===== src/rtl/noc_pkg.sv =====
// Shared NoC router definitions: output direction one-hots, source indices, arbiter FSM states.
// Pure declarations, no timing.
// No flow control of its own.
package noc_pkg;

    localparam int IDX_W = 3;

    // Output direction one-hot codes (selects which port an arbiter instance drives)
    localparam logic [4:0] DIR_L  = 5'b10000;
    localparam logic [4:0] DIR_R  = 5'b01000;
    localparam logic [4:0] DIR_U  = 5'b00100;
    localparam logic [4:0] DIR_D  = 5'b00010;
    localparam logic [4:0] DIR_PE = 5'b00001;

    // Source indices into req_in / buf_clear
    localparam logic [IDX_W-1:0] IDX_L  = 3'd0;
    localparam logic [IDX_W-1:0] IDX_R  = 3'd1;
    localparam logic [IDX_W-1:0] IDX_U  = 3'd2;
    localparam logic [IDX_W-1:0] IDX_D  = 3'd3;
    localparam logic [IDX_W-1:0] IDX_PE = 3'd4;

    typedef enum logic {
        ST_EMPTY = 1'b0,
        ST_FULL  = 1'b1
    } state_t;

    // Round-robin pointer advance: one past the winner, PE wraps back to L
    function automatic logic [IDX_W-1:0] next_ptr(input logic [IDX_W-1:0] idx);
        return (idx == IDX_PE) ? IDX_L : idx + 3'd1;
    endfunction

endpackage


===== src/rtl/rr_arbiter.sv =====
// Round-robin pick among NUM_IN requests, search starting at ptr and wrapping.
// Purely combinational, zero latency.
// No backpressure; caller decides whether the grant is used.
module rr_arbiter
    import noc_pkg::*;
#(
    parameter int NUM_IN = 5
) (
    input  logic [NUM_IN-1:0] req,
    input  logic [IDX_W-1:0]  ptr,
    output logic [NUM_IN-1:0] gnt_oh,
    output logic [IDX_W-1:0]  gnt_idx,
    output logic              gnt_vld
);

    logic [IDX_W-1:0] pos;

    // Walk from the farthest offset back to ptr so the closest requester wins last
    always_comb begin
        gnt_oh  = '0;
        gnt_idx = '0;
        gnt_vld = 1'b0;
        pos     = '0;
        for (int k = NUM_IN - 1; k >= 0; k--) begin
            pos = IDX_W'((int'(ptr) + k) % NUM_IN);
            if (req[pos]) begin
                gnt_vld     = 1'b1;
                gnt_oh      = '0;
                gnt_oh[pos] = 1'b1;
                gnt_idx     = pos;
            end
        end
    end

endmodule


===== src/rtl/output_arbiter.sv =====
// One-flit output buffer fed by a round-robin choice among the five router inputs.
// Latency: request seen while empty -> so and buf_clear high the following cycle.
// Backpressure: ro=0 while full freezes datao, so and ptr; refills on the same edge it drains.
module output_arbiter
    import noc_pkg::*;
#(
    parameter int         DATA_WIDTH = 64,
    parameter logic [4:0] DIRECTION  = DIR_PE,
    parameter int         NUM_IN     = 5
) (
    input  logic                  clk,
    input  logic                  rst,
    input  logic [NUM_IN-1:0]     req_in,
    input  logic [DATA_WIDTH-1:0] data_inL,
    input  logic [DATA_WIDTH-1:0] data_inR,
    input  logic [DATA_WIDTH-1:0] data_inU,
    input  logic [DATA_WIDTH-1:0] data_inD,
    input  logic [DATA_WIDTH-1:0] data_inPE,
    input  logic                  ro,
    output logic                  so,
    output logic [DATA_WIDTH-1:0] datao,
    output logic [NUM_IN-1:0]     buf_clear,
    output logic [IDX_W-1:0]      grant_idx
);

    generate
        if (!(DIRECTION == DIR_L || DIRECTION == DIR_R || DIRECTION == DIR_U ||
              DIRECTION == DIR_D || DIRECTION == DIR_PE) || NUM_IN != 5) begin : g_bad_cfg
            $error("output_arbiter: DIRECTION must be a single port one-hot and NUM_IN must be 5");
        end
    endgenerate

    state_t                state, state_nxt;
    logic [NUM_IN-1:0]     elig;
    logic [NUM_IN-1:0]     gnt_oh;
    logic [IDX_W-1:0]      gnt_idx;
    logic [IDX_W-1:0]      ptr;
    logic                  gnt_vld;
    logic                  accept;
    logic                  do_grant;
    logic [DATA_WIDTH-1:0] sel_dat;

    // A source still being cleared may show its old request for one more cycle
    assign elig     = req_in & ~buf_clear;
    assign accept   = (state == ST_EMPTY) || ro;
    assign do_grant = accept && gnt_vld;
    assign so       = (state == ST_FULL);

    rr_arbiter #(.NUM_IN(NUM_IN)) u_rr_arbiter (
        .req     (elig),
        .ptr     (ptr),
        .gnt_oh  (gnt_oh),
        .gnt_idx (gnt_idx),
        .gnt_vld (gnt_vld)
    );

    always_comb begin
        state_nxt = state;
        if (do_grant) begin
            state_nxt = ST_FULL;
        end else if (state == ST_FULL && ro) begin
            state_nxt = ST_EMPTY;
        end
    end

    always_comb begin
        sel_dat = '0;
        case (gnt_idx)
            IDX_L:   sel_dat = data_inL;
            IDX_R:   sel_dat = data_inR;
            IDX_U:   sel_dat = data_inU;
            IDX_D:   sel_dat = data_inD;
            IDX_PE:  sel_dat = data_inPE;
            default: sel_dat = '0;
        endcase
    end

    always_ff @(posedge clk or negedge rst) begin
        if (!rst) begin
            state <= ST_EMPTY;
        end else begin
            state <= state_nxt;
        end
    end

    always_ff @(posedge clk or negedge rst) begin
        if (!rst) begin
            datao     <= '0;
            buf_clear <= '0;
            ptr       <= IDX_L;
            grant_idx <= IDX_L;
        end else begin
            buf_clear <= '0;
            if (do_grant) begin
                datao     <= sel_dat;
                buf_clear <= gnt_oh;
                ptr       <= next_ptr(gnt_idx);
                grant_idx <= gnt_idx;
            end
        end
    end

endmodule


===== config.mk =====
export PLATFORM = sky130hd
export DESIGN_NAME = output_arbiter
export DESIGN_NICKNAME = d
export VERILOG_FILES = /design/src/rtl/noc_pkg.sv /design/src/rtl/rr_arbiter.sv /design/src/rtl/output_arbiter.sv
export SDC_FILE = /design/constraint.sdc
export NUM_CORES = 1
export LEC_CHECK = 0
export BUFFER_PORTS_ARGS = -buffer_cell sky130_fd_sc_hd__buf_2
export CORE_AREA = 2 2 154 156
export DETAILED_ROUTE_END_ITERATION = 7
export DIE_AREA = 0 0 156 158
export REMOVE_ABC_BUFFERS = 1
export SLEW_MARGIN = 40
export SYNTH_ARGS = -nofsm -noshare
export SYNTH_HDL_FRONTEND = slang
export SYNTH_SLANG_ARGS = --single-unit

===== constraint.sdc =====
create_clock -name clk -period 5.5 [get_ports clk]
set_clock_uncertainty 0.05 [all_clocks]
set_input_delay 0.825 -clock clk [delete_from_list [all_inputs] [get_ports clk]]
set_output_delay 0.825 -clock clk [all_outputs]
set_load 0.005 [all_outputs]

==> results.yml <==
synthesis:
  synth-main-ff-cell: "dfrtp_1"
  synth_area_mm2: 0.006372
  yosysSeqAreaShare_pct: 29.84
  syn_avg_cell_area_um2: 8.451
  syn-instance-count: 754
  synth_edf_count: 0
  ys_types: 75
  ys_warn_count: 0
  synth-seq-cells: 76
  synth_async_sr_flop_share_pct: 100.0
hold_path:
  holdCritPathClass: "primary input to asynchronous set/reset pin"
global_route:
  grt_max_degree: 77
  grt_pass1_wl_um: 51030
  track_usage_pct: 28.16
  grt_pass1_vias: 8006
  grt_overflow: 0
  grt_antenna_before_repair: 21
drt:
  post_drt_wl_per_cell_um: 24.67
  ant_nets: 0
  drcViolationCount: 72
  vias: 8654
  via_per_inst: 5.727
  drt_pass1_iterations: 8
  first_iter_violations: 1561
  drt-total-wl_um: 37270
floorplan:
  coreArea_mm2: 0.02305
  die_x_um: 156
  dieArea_mm2: 0.02465
  io_pins: 401
  rows: 56
  initial_core_util_pct: 27.64
  die_y_um: 158
finish:
  drive_above_1_share_pct: 47.89
  nFillCells: 2306
  fin_area_mm2: 0.009990
  finish.utilization_pct: 43.33
  layoutNonFillerInstCount: 1511
  fin_nets: 1559
  final_common_cell: "buf_2"
  syn2layout_area_growth_pct: 56.76
  final_cell_mix: "buf_2 (399), a222oi_1 (128), buf_4 (89)"
placed_design:
  dpl.hpwl_um: 29020
  place_area_mm2: 0.009205
  gp_routability_congestion: 0.9237
  dp_slack_ns: -0.004792
  dpl.cell_count: 1461
  port_buffers: 400
clock_tree:
  numCtsBuffers: 9
  hold_buffers: 0
  cts_buffer_depth: 2
  tritoncts: "done"
  root_buffer: "clkbuf_16"
  clock_latency_ns: 0.35
  path_clk_slew_ns: 0.06
  htreeDepth: 3
  clkSinkCount: 76
critical_path:
  path_class: "register to register"
  arrival_ns: 5.37
  crit_fanout: 8
  crit_path_end_kind: "register"
  cp.required_ns: 5.67
  cp-start-kind: "register"
timing:
  setup_viol: 0
  fmax_mhz: 192.5
  maxSlewHeadroom_pct: 42.54
  drv_slew: 0
  fin_crit_sh_pct: 94.44
  min_period_ns: 5.194
  worst_slew_pin_slew_ns: 0.8619
  timing_hold_violations_final: 0
  worst_slack_ns: 0.3057
status:
  outcome: "complete, but fails checks"
  violations: "design-rule violations"
job:
  maxCapViolCount: 0
per-layer routing:
| layer | GRT usage [%] | share of wire [%] |
|---|---|---|
| met3 | 9.006 | 9.8 |
| met1 | 32.09 | 35 |
| met4 | 19.79 | 6.5 |
| met5 | 0 | 0.23 |
| met2 | 44.90 | 48 |
worst max-delay path: stages (launching register included):
cell and delay [ns]:
dfrtp_1 0.41, buf_6 0.15, ha_4 0.18, xor2_4 0.16, inv_2 0.05, buf_4 0.16, ha_1 0.25, o211ai_1 0.38
a21o_1 0.21, o211ai_1 0.16, and3_1 0.28, o32ai_2 0.28, or2_4 0.20, mux2i_2 0.23, a21oi_1 0.09, a31o_2 0.26
ha_2 0.21, and2_4 0.20, buf_12 0.15, a222oi_1 0.38, buf_4 0.18, inv_1 0.03, a222oi_1 0.32, o21ai_1 0.12
cells in the mapped netlist, types with 3 or more instances:
library cell / number / area, um2
nor4_1: 3 / 18.77
o31ai_1: 7 / 52.55
nor2b_1: 8 / 50.05
xnor2_1: 4 / 35.03
o22ai_1: 6 / 37.54
o21ai_0: 18 / 90.09
nand2_1: 88 / 330.3
o21ai_1: 67 / 335.3
buf_2: 29 / 145.1
buf_1: 5 / 18.77
clkbuf_1: 27 / 101.4
inv_1: 80 / 300.3
a222oi_1: 128 / 1281
ha_1: 26 / 325.3
a211oi_1: 4 / 30.03
mux2i_1: 6 / 60.06
o21a_1: 4 / 30.03
and2_1: 9 / 56.30
nand2b_1: 10 / 62.56
dfrtp_1: 76 / 1902
nor3b_1: 4 / 30.03
o211ai_1: 5 / 37.54
or3_1: 5 / 31.28
a21oi_1: 17 / 85.08
nand3_1: 8 / 40.04
a21o_1: 3 / 22.52
nand4_1: 4 / 25.02
a31oi_1: 7 / 43.79
buf_6: 5 / 56.30
a211o_1: 3 / 26.28
nor3_1: 3 / 15.01
nor2_1: 27 / 101.4
registers in the layout, indices dropped and copies added (netlist names):
| name | flops |
|---|---|
| so | 1 |
| buf_clear | 5 |
| ptr | 3 |
| datao | 64 |
| grant_idx | 3 |
final cells by class:
cell class | instances | area, um2 | area share, %
inverter | 81 | 306.5 | 3.069
clock buffer | 12 | 246.5 | 2.467
antenna | 12 | 30.03 | 0.3006
sequential | 76 | 1903 | 19.05
multi-input combinational | 531 | 4085 | 40.89
timing repair buffer | 505 | 2983 | 29.86
clock inverter | 4 | 72.57 | 0.7265
tap | 290 | 362.8 | 3.632
timing repair:
item,in CTS,in global routing
setup buffers,0,18
hold endpoints to repair,0,0
gates resized for setup,1,54
setup endpoints to repair,2,64
gates cloned,0,3
pin swaps,0,21
final timing paths:
| check | endpoint | cells past startpoint | slack, ns | from |
|---|---|---|---|---|
| setup / recovery | datao[51] | 23 | 0.31 | ptr[1] |
| hold / removal | so | 1 | 0.27 | rst |
| hold reg to reg | datao[35] | 2 | 0.43 | datao[35] |
| max in group asynchronous | datao[60] | 2 | 4.55 | rst |
| setup reg to reg | datao[51] | 23 | 0.31 | ptr[1] |
| min in group clk | datao[35] | 2 | 0.43 | datao[35] |
per-stage QoR:
| stage | TNS, ns | hold slack (ns) |
|---|---|---|
| 2_1_floorplan | -92.68 | 0.4233 |
| 3_3_place_gp | -0.02095 | 0.4127 |
| 3_5_place_dp | -0.004792 | 0.4236 |
| 4_1_cts | 0 | 0.4363 |
| 5_1_grt | -0.1067 | 0.2675 |
| 6_report | 0 | 0.2663 |
logic make-up (layout without fill, tap and decap cells):
kind of cell	count (synthesis)	after routing	synth area share, %
adder cells (fa/ha/maj)	27	27	5.419
AO/OA/AOI/OAI	303	303	37.88
flip-flops	76	76	29.84
AND/OR/NAND/NOR	183	185	13.67
other	0	12	0
multiplexers	9	9	1.649
XOR/XNOR	7	7	1.492
buffers and inverters	149	602	10.05
Power is not shown: default switching activity piles up to over one toggle a cycle in this logic, so the estimate is an artifact.
